--- src/rtl/uart_pkg.sv ---
// Shared UART definitions for uart_tx, uart_rx and their benches:
// frame width, default bit timing, FSM state type and parity helper.
package uart_pkg;

    localparam int DATA_BIT          = 8;
    localparam int CLKS_PER_BIT_DEF  = 868;
    localparam int UART_CLOCK_NS     = 10;
    localparam int CLOCK_HALF_PERIOD = UART_CLOCK_NS / 2;

    typedef enum logic [2:0] {
        IDLE,
        START,
        DATA,
        PARITY,
        STOP
    } uart_state_t;

    // Parity bit for a word: even parity, inverted for odd parity.
    function automatic logic parity_of(
        input logic [DATA_BIT-1:0] d,
        input logic                odd
    );
        return (^d) ^ odd;
    endfunction

endpackage

--- src/rtl/uart_baud_gen.sv ---
// Bit-period timer shared by uart_tx and uart_rx.
// Ports: clk, reset (sync, active-high), clear (hold count at 0),
//        bit_tick (high on the last cycle of each bit period).
module uart_baud_gen #(
    parameter int CLKS_PER_BIT = 868
) (
    input  logic clk,
    input  logic reset,
    input  logic clear,
    output logic bit_tick
);

    localparam int CW = (CLKS_PER_BIT > 1) ? $clog2(CLKS_PER_BIT) : 1;
    localparam logic [CW-1:0] LAST = CW'(CLKS_PER_BIT - 1);

    logic [CW-1:0] r_cnt;

    assign bit_tick = (r_cnt == LAST);

    always_ff @(posedge clk) begin
        if (reset || clear) begin
            r_cnt <= '0;
        end else if (bit_tick) begin
            r_cnt <= '0;
        end else begin
            r_cnt <= r_cnt + CW'(1);
        end
    end

endmodule

--- src/rtl/uart_tx.sv ---
// UART transmitter: start bit, DATA_BIT data bits LSB first, optional
// parity (macro UART_TX_PARITY_EN), STOP_BITS stop bits.
// Ports: clk, reset (sync, active-high), tx_data/tx_valid/tx_ready
//        word handshake, tx serial line (idles high), tx_busy.
module uart_tx
    import uart_pkg::*;
#(
    parameter int CLKS_PER_BIT = CLKS_PER_BIT_DEF,
    parameter int STOP_BITS    = 1,
    parameter int PARITY_ODD   = 0
) (
    input  logic                clk,
    input  logic                reset,
    input  logic [DATA_BIT-1:0] tx_data,
    input  logic                tx_valid,
    output logic                tx_ready,
    output logic                tx,
    output logic                tx_busy
);

    localparam int IW = (DATA_BIT > 1) ? $clog2(DATA_BIT) : 1;
    localparam logic [IW-1:0] LAST_IDX = IW'(DATA_BIT - 1);
    localparam logic STOP_LAST = 1'(STOP_BITS - 1);

    // Illegal parameter sets elaborate this marker block.
    localparam bit CFG_OK = (CLKS_PER_BIT >= 2) &&
                            (STOP_BITS == 1 || STOP_BITS == 2) &&
                            (PARITY_ODD == 0 || PARITY_ODD == 1);
    if (!CFG_OK) begin : g_cfg_error
    end

    uart_state_t         r_state;
    logic [DATA_BIT-1:0] r_shift;
    logic [IW-1:0]       r_idx;
    logic                r_stop_idx;
    logic                r_tx;
`ifdef UART_TX_PARITY_EN
    logic                r_parity;
`endif
    logic                w_tick;
    logic                w_idle;

    assign w_idle   = (r_state == IDLE);
    assign tx_ready = w_idle;
    assign tx_busy  = !w_idle;
    assign tx       = r_tx;

    // Counter is held at 0 while idle so START always gets a full period.
    uart_baud_gen #(
        .CLKS_PER_BIT (CLKS_PER_BIT)
    ) u_baud (
        .clk      (clk),
        .reset    (reset),
        .clear    (w_idle),
        .bit_tick (w_tick)
    );

    always_ff @(posedge clk) begin
        if (reset) begin
            r_state    <= IDLE;
            r_tx       <= 1'b1;
            r_shift    <= '0;
            r_idx      <= '0;
            r_stop_idx <= 1'b0;
`ifdef UART_TX_PARITY_EN
            r_parity   <= 1'b0;
`endif
        end else begin
            unique case (r_state)
                IDLE: begin
                    r_tx <= 1'b1;
                    if (tx_valid) begin
                        r_shift    <= tx_data;
                        r_idx      <= '0;
                        r_stop_idx <= 1'b0;
`ifdef UART_TX_PARITY_EN
                        r_parity   <= parity_of(tx_data, 1'(PARITY_ODD));
`endif
                        r_tx       <= 1'b0;
                        r_state    <= START;
                    end
                end
                START: begin
                    if (w_tick) begin
                        r_tx    <= r_shift[0];
                        r_shift <= r_shift >> 1;
                        r_state <= DATA;
                    end
                end
                DATA: begin
                    if (w_tick) begin
                        if (r_idx == LAST_IDX) begin
`ifdef UART_TX_PARITY_EN
                            r_tx    <= r_parity;
                            r_state <= PARITY;
`else
                            r_tx    <= 1'b1;
                            r_state <= STOP;
`endif
                        end else begin
                            r_tx    <= r_shift[0];
                            r_shift <= r_shift >> 1;
                            r_idx   <= r_idx + IW'(1);
                        end
                    end
                end
                PARITY: begin
                    if (w_tick) begin
                        r_tx    <= 1'b1;
                        r_state <= STOP;
                    end
                end
                STOP: begin
                    if (w_tick) begin
                        if (r_stop_idx == STOP_LAST) begin
                            r_state <= IDLE;
                        end else begin
                            r_stop_idx <= r_stop_idx + 1'b1;
                        end
                    end
                end
                default: begin
                    r_tx    <= 1'b1;
                    r_state <= IDLE;
                end
            endcase
        end
    end

endmodule

--- config.mk ---
export PLATFORM = sky130hd
export DESIGN_NAME = uart_tx
export DESIGN_NICKNAME = d
export VERILOG_FILES = /design/src/rtl/uart_pkg.sv /design/src/rtl/uart_baud_gen.sv /design/src/rtl/uart_tx.sv
export SDC_FILE = /design/constraint.sdc
export NUM_CORES = 1
export LEC_CHECK = 0
export BUFFER_PORTS_ARGS = -buffer_cell sky130_fd_sc_hd__buf_4
export CORE_MARGIN = 5
export CORE_UTILIZATION = 57
export DETAILED_ROUTE_END_ITERATION = 8
export PLACE_DENSITY_LB_ADDON = 0.25
export REMOVE_ABC_BUFFERS = 1
export SYNTH_ARGS = -nofsm -noshare
export SYNTH_HDL_FRONTEND = slang
export SYNTH_HIERARCHICAL = 1
export SYNTH_SLANG_ARGS = --single-unit
--- constraint.sdc ---
create_clock -name clk -period 2.3 [get_ports clk]
set_input_delay 0.46 -clock clk [delete_from_list [all_inputs] [get_ports clk]]
set_output_delay 0.46 -clock clk [all_outputs]
set_load 0.03 [all_outputs]
==> results of run 1 <==
[power by group]
part | internal, W | switching, W | total, W
Sequential | 0.000449 | 0.0000131 | 0.000462
Combinational | 0.0000519 | 0.0000542 | 0.000106
Clock | 0.0000663 | 0.000134 | 0.000200
[cells by family after synthesis]
logic type                 synth area share [%]
and+or+nand+nor                            26.5
AOI/OAI and AO/OA                          16.7
DFF                                        38.3
buffers and inverters                      4.11
muxes                                      6.99
xor gates and xnor gates                   4.59
adders and majority gates                  2.87
[metrics by stage]
stage	power (W)	setup WS [ns]	hold WS (ns)	cells	util, %
after floorplan	0.000537	0.0600	0.426	138	-
after detailed placement	0.000577	0.0177	0.460	183	65.3
after global routing	0.000812	0.0160	0.394	189	68.3
final	0.000768	0.221	0.412	189	68.3
after CTS	0.000780	0.0724	0.390	187	66.8
after global placement	0.000572	0.147	0.439	183	65.3
[worst paths after layout]
check,endpoint,slack [ns]
hold reg to reg,r_idx[1]$_SDFFE_PP0P_,0.48
setup / recovery,r_shift[4]$_SDFFE_PP0P_,0.22
setup reg to reg,r_shift[4]$_SDFFE_PP0P_,0.22
hold / removal,r_shift[7]$_SDFFE_PP0P_,0.41
[timing repair]
action | 4_1_cts | 5_1_grt
pin swaps | 0 | 1
resized for setup | 1 | 4
endpoints found under the setup margin | 6 | 10
buffers inserted | 0 | 2
hold endpoints to repair | 0 | 0
[critical path, cell delays in order (launching register included)]
cell and delay, ns:
dfxtp_1 0.40, ha_1 0.24, nor2b_2 0.21, nand2_1 0.15
nor2_4 0.18, nand4bb_1 0.18, o22ai_2 0.20, buf_6 0.19
nor2_1 0.05, a211oi_1 0.21
[layer usage]
metal  routed length, um  track usage, %  part of all wire [%]  vias up
met2                1100            27.6                    45       23
li1                    -               -                     -      545
met1                1180            21.7                    49      487
met4                  36            7.28                   1.5        0
met5                   0               0                     0        -
met3                 104            2.45                   4.3        4
[sequential cells by signal, indices dropped and copies added (netlist names)]
| signal | count |
|---|---|
| u_baud/r_cnt | 10 |
| r_shift | 8 |
| r_idx | 3 |
| r_state | 3 |
| tx | 1 |
[layout make-up]
class                      instances  area (um2)
multi-input combinational        109         769
fill                             178         694
tap                               28        35.0
clock inverter                     1        7.51
inverter                           4        15.0
timing repair buffer              19         146
sequential                        25         500
clock buffer                       3        22.5
[cells in the final DEF (no fill, tap or decap), types with 4 or more instances in the layout]
cell       n
mux2i_1    8
nor3_1     4
nor2_1    19
a21oi_1    7
inv_1      4
a211oi_1   4
nand3_1    6
nand2_1   11
dfxtp_1   25
buf_4     18
==> results.sh, run 1 <==
export IMPL_clkSlewWorstSetupHoldPaths_ns=0.14
export IMPL_hold_depth=3
export IMPL_finalCriticalPeriod_ns=2.08
export IMPL_synth_seq_area_share_pct=38.3
export IMPL_synthTopCellsByCount="dfxtp_1, nor2_1, nand2_1"
export IMPL_vias_per_cell=5.60
export IMPL_hold_viol=0
export IMPL_final_area_mm2=0.00150
export IMPL_vdd_drop_max_mv=0.430
export IMPL_synth_top_area_share_pct=38.3
export IMPL_htree_num_levels=1
export IMPL_skew_ns=0.00268
export IMPL_placed_area_mm2=0.00143
export IMPL_clock_path_buffers=2
export IMPL_synthCells=144
export IMPL_finalSetupTns_ns=0
export IMPL_grt_pass1_vias=1041
export IMPL_cap_violations=0
export IMPL_vias=1059
export IMPL_synthDistinctLibCells=45
export IMPL_hold_start="tx_data[7]"
export IMPL_hp_class="in2reg"
export IMPL_setup_violations=0
export IMPL_insertedDiodeCount=0
export IMPL_dieHeight_um=57.9
export IMPL_cts_root_buffer="clkbuf_4"
export IMPL_rsz0062_at_grt="false"
export IMPL_dp_hpwl_mm=1.77
export IMPL_io_buffers=13
export IMPL_synth_ff_type="dfxtp_1"
export IMPL_postRouteAntennaNets=0
export IMPL_insertion_delay_ns=0.31
export IMPL_die_w_um=57.9
export IMPL_syn_area_mm2=0.00131
export IMPL_drt_initial_drc_count=26
export IMPL_yosysMostFrequentCell="dfxtp_1"
export IMPL_r2r_start="u_baud/r_cnt[0]$_SDFF_PP0_"
export IMPL_drv_slew=0
export IMPL_clock_sinks=25
export IMPL_avgSynthCellArea_um2=9.08
export IMPL_yosys_register_bits=25
export IMPL_drive_above_1_share_pct=24.8
export IMPL_area_growth_pct=14.5
export IMPL_dieArea_mm2=0.00335
export IMPL_p_leak_nw=0.559
export IMPL_synth_edf_count=0
export IMPL_synth_area_leaders="dfxtp_1, mux2i_1, nor2_1, nand2_1, a211oi_2"
export IMPL_postCtsHoldBufs=0
export IMPL_crit_path_start="u_baud/r_cnt[0]$_SDFF_PP0_"
export IMPL_worst_ep_required_time_ns=2.54
export IMPL_boundaryPins=14
export IMPL_grt_usage_pct=16.8
export IMPL_wl_mm=2.42
export IMPL_antenna_found_initial=0
export IMPL_max_slew_margin_pct=68.6
export IMPL_cts_made_buffers=3
export IMPL_dr_pass1_iters=4
export IMPL_arrival_ns=2.32
export IMPL_start_util_pct=59.7
export IMPL_critPathKind="reg2reg"
export IMPL_max_freq_mhz=481
export IMPL_grt_max_degree=17
export IMPL_worstPathMaxFanout=16
export IMPL_endpoint_kind="register"
export IMPL_overflow=0
export IMPL_wl_per_cell_um=12.8
export IMPL_reg2regPathDepth=9
export IMPL_drc=0
export IMPL_num_rows=17
export IMPL_powerDensity_mw_per_mm2=513
export IMPL_status="finished, final reports clean"
export IMPL_nets=176
export IMPL_ys_warn_count=6
export IMPL_gp_routability_congestion=0.822
export IMPL_cp_start_kind="register"
export IMPL_cts_tree="yes"
export IMPL_grt_pass1_wl_mm=4.53
export IMPL_period_share_pct=90.4
export IMPL_synthArstFlopShare_pct=0
export IMPL_synth_top_area_cell="dfxtp_1"
export IMPL_worstMarginPinSlew_ns=0.471
export IMPL_core_mm2=0.00219
Power figures use the tool's default switching activity.
==> run 2: changes to the inputs <==
--- a/config.mk
+++ b/config.mk
@@ -13,5 +13,4 @@
 export REMOVE_ABC_BUFFERS = 1
 export SYNTH_ARGS = -nofsm -noshare
 export SYNTH_HDL_FRONTEND = slang
-export SYNTH_HIERARCHICAL = 1
 export SYNTH_SLANG_ARGS = --single-unit
==> run 2 against run 1 <==
Clock skew is 0.0020 ns lower. Die area about the same. Critical path depth shrank 4. Combinational power increased by 15%. Hold slack improved by 0.050 ns. Routed wire length is 5.4% higher. Count of clock-buffer cells in the layout rose by 1. Via count is 6.6% higher. Final cell count rose by 0.53%. Critical path type unchanged. Largest cell class unchanged.
==> results.sh, run 2 <==
export IMPL_worstPathMaxFanout=8
export IMPL_combPwrFrac_pct=15.5
export IMPL_p_leak_nw=0.542
export IMPL_drive_above_1_share_pct=19.1
export IMPL_io_buffers=13
export IMPL_synth_edf_count=0
export IMPL_clkSlewWorstSetupHoldPaths_ns=0.14
export IMPL_insertedDiodeCount=0
export IMPL_final_cell_mix="dfxtp_1, nor2_1, buf_4"
export IMPL_dr_wl_met2_mm=1.24
export IMPL_cts_tree="yes"
export IMPL_wl_per_cell_um=13.4
export IMPL_dieArea_mm2=0.00335
export IMPL_avgSynthCellArea_um2=8.73
export IMPL_crit_buf_inv=0
export IMPL_core_mm2=0.00221
export IMPL_hp_class="in2reg"
export IMPL_area_growth_pct=11.2
export IMPL_setup_ws_ns=0.118
export IMPL_synth_top_area_cell="dfxtp_1"
export IMPL_grt_pass1_wl_mm=4.37
export IMPL_drt_initial_drc_count=46
export IMPL_wl_mm=2.55
export IMPL_synthDistinctLibCells=35
export IMPL_synth_top_area_share_pct=38.2
export IMPL_vdd_drop_max_mv=0.473
export IMPL_dr_wl_met3_um=141
export IMPL_cp_start_kind="register"
export IMPL_arrival_ns=2.41
export IMPL_vias_per_cell=5.94
export IMPL_nets=177
export IMPL_wl_met1_mm=1.14
export IMPL_start_util_pct=59.2
export IMPL_grt_pass1_vias=1032
export IMPL_synth_ff_type="dfxtp_1"
export IMPL_postRouteAntennaNets=0
export IMPL_r2r_start="u_baud.r_cnt[0]$_SDFF_PP0_"
export IMPL_synth_seq_area_share_pct=38.2
export IMPL_gp_routability_congestion=0.877
export IMPL_highest_layer="met4"
export IMPL_p_sw_share_pct=26.3
export IMPL_drv_slew=0
export IMPL_cap_violations=0
export IMPL_boundaryPins=14
export IMPL_critPathKind="reg2reg"
export IMPL_grt_max_degree=26
export IMPL_pre_cts_slack_ns=0.0718
export IMPL_vias=1129
export IMPL_cts_made_buffers=3
export IMPL_dp_hpwl_mm=1.84
export IMPL_finalCriticalPeriod_ns=2.18
export IMPL_largest_register="u_baud.r_cnt"
export IMPL_cts_root_buffer="clkbuf_4"
export IMPL_yosys_register_bits=25
export IMPL_worst_ep_required_time_ns=2.53
export IMPL_syn_area_mm2=0.00131
export IMPL_slowest_stage="or3b_4"
export IMPL_worstReg2RegEnd="r_shift[0]$_SDFFE_PP0P_"
export IMPL_largestRegisters="u_baud.r_cnt: 10 flops, r_shift: 8 flops"
export IMPL_synthTopCellsByCount="dfxtp_1, nor2_1, o21ai_0"
export IMPL_final_common_cell="dfxtp_1"
export IMPL_path_cells="ha_1 -> or3b_4 -> or3_1 -> a31o_2 -> mux2_4"
export IMPL_status="finished, final reports clean"
export IMPL_insertion_delay_ns=0.32
export IMPL_grt_usage_pct=16.1
export IMPL_hold_viol=0
export IMPL_dieHeight_um=57.9
export IMPL_rrSetupSlack_ns=0.12
export IMPL_die_w_um=57.9
export IMPL_clock_path_buffers=2
export IMPL_clock_sinks=25
export IMPL_setup_violations=0
export IMPL_seqPwrFrac_pct=58.9
export IMPL_reg2regPathDepth=5
export IMPL_drc=0
export IMPL_hold_depth=2
export IMPL_synth_area_leaders="dfxtp_1, mux2_4, o21ai_0, nor2_1, xnor2_1"
export IMPL_yosysMostFrequentCell="dfxtp_1"
export IMPL_switching_power_w=0.000207
export IMPL_synthCells=150
export IMPL_period_share_pct=94.9
export IMPL_rsz0062_at_grt="false"
export IMPL_overflow=0
export IMPL_skew_ns=0.000658
export IMPL_htree_num_levels=1
export IMPL_hold_start="reset"
export IMPL_max_slew_margin_pct=62.4
export IMPL_max_freq_mhz=458
export IMPL_powerDensity_mw_per_mm2=541
export IMPL_final_util_pct=65.8
export IMPL_worstMarginPinSlew_ns=0.560
export IMPL_dr_pass1_iters=4
export IMPL_min_to="r_idx[2]$_SDFFE_PP0P_"
export IMPL_cp_slowest_stage_delay_ns=0.41
export IMPL_antenna_found_initial=0
export IMPL_largest_reg_flops=10
export IMPL_ys_warn_count=0
export IMPL_endpoint_kind="register"
export IMPL_finalSetupTns_ns=0
export IMPL_p_int_w=0.000579
export IMPL_synthArstFlopShare_pct=0
export IMPL_critPathTopFamily="simple AND/OR/NAND/NOR gates"
export IMPL_clock_power_share_pct=25.6
export IMPL_num_rows=17
## run 2: cell type report
| type | instances | area [um2] |
|---|---|---|
| fill | 189 | 757 |
| timing repair buffer | 16 | 120 |
| tap | 28 | 35.0 |
| sequential | 25 | 500 |
| multi-input combinational | 113 | 758 |
| clock buffer | 4 | 26.3 |
| inverter | 4 | 15.0 |
## run 2: worst max-delay path by stage
stage                                          start                         end  slack (ns)  cells after the start
after floorplan              r_state[0]$_SDFFE_PP0P_  u_baud.r_cnt[2]$_SDFF_PP0_        0.21                      4
after CTS                 u_baud.r_cnt[0]$_SDFF_PP0_     r_shift[0]$_SDFFE_PP0P_        0.05                      5
after detailed placement  u_baud.r_cnt[0]$_SDFF_PP0_     r_shift[0]$_SDFFE_PP0P_        0.07                      5
final                     u_baud.r_cnt[0]$_SDFF_PP0_     r_shift[0]$_SDFFE_PP0P_        0.12                      5
after global placement    u_baud.r_cnt[0]$_SDFF_PP0_     r_shift[3]$_SDFFE_PP0P_        0.15                      5
after global routing      u_baud.r_cnt[0]$_SDFF_PP0_     r_shift[5]$_SDFFE_PP0P_        0.03                      5
## run 2: cell families (layout without fill, tap and decap cells)
kind of cell / Yosys count / in the layout / share of synthesized area, %
AO/OA/AOI/OAI: 34 / 34 / 15.9
XOR/XNOR: 10 / 10 / 6.69
AND/OR/NAND/NOR: 59 / 59 / 24.0
multiplexers: 7 / 7 / 8.03
buffers and inverters: 12 / 24 / 4.30
flip-flops: 25 / 25 / 38.2
adder cells (fa/ha/maj): 3 / 3 / 2.87
## run 2: routing by layer
metal / track usage (%) / up-vias
met4: 7.62 / 0
met1: 20.4 / 532
met5: 0 / -
met3: 3.34 / 4
met2: 26.0 / 33
li1: - / 560
## run 2: through the flow
step | total power, W | std cells | instance area [um2] | hold WS, ns
after detailed placement | 0.000594 | 186 | 1420 | 0.457
after floorplan | 0.000550 | 142 | 1270 | 0.418
after CTS | 0.000786 | 190 | 1450 | 0.460
final | 0.000787 | 190 | 1460 | 0.462
after global placement | 0.000590 | 186 | 1420 | 0.432
after global routing | 0.000821 | 190 | 1460 | 0.479
## run 2: power by group through the flow
| stage | Combinational [W] | Clock (W) | Sequential (W) |
|---|---|---|---|
| floorplan | 0.0000760 | 0 | 0.000474 |
| global placement | 0.000117 | 0 | 0.000473 |
| detailed placement | 0.000121 | 0 | 0.000473 |
| CTS | 0.000122 | 0.000201 | 0.000464 |
| global route | 0.000131 | 0.000223 | 0.000466 |
| finish | 0.000122 | 0.000201 | 0.000464 |
## run 2: repair_timing
action                                  in CTS  in global routing
buffers inserted                             0                  0
hold endpoints to repair                     0                  0
hold buffers                                 0                  0
resized for setup                            0                  2
endpoints found under the setup margin       0                  8
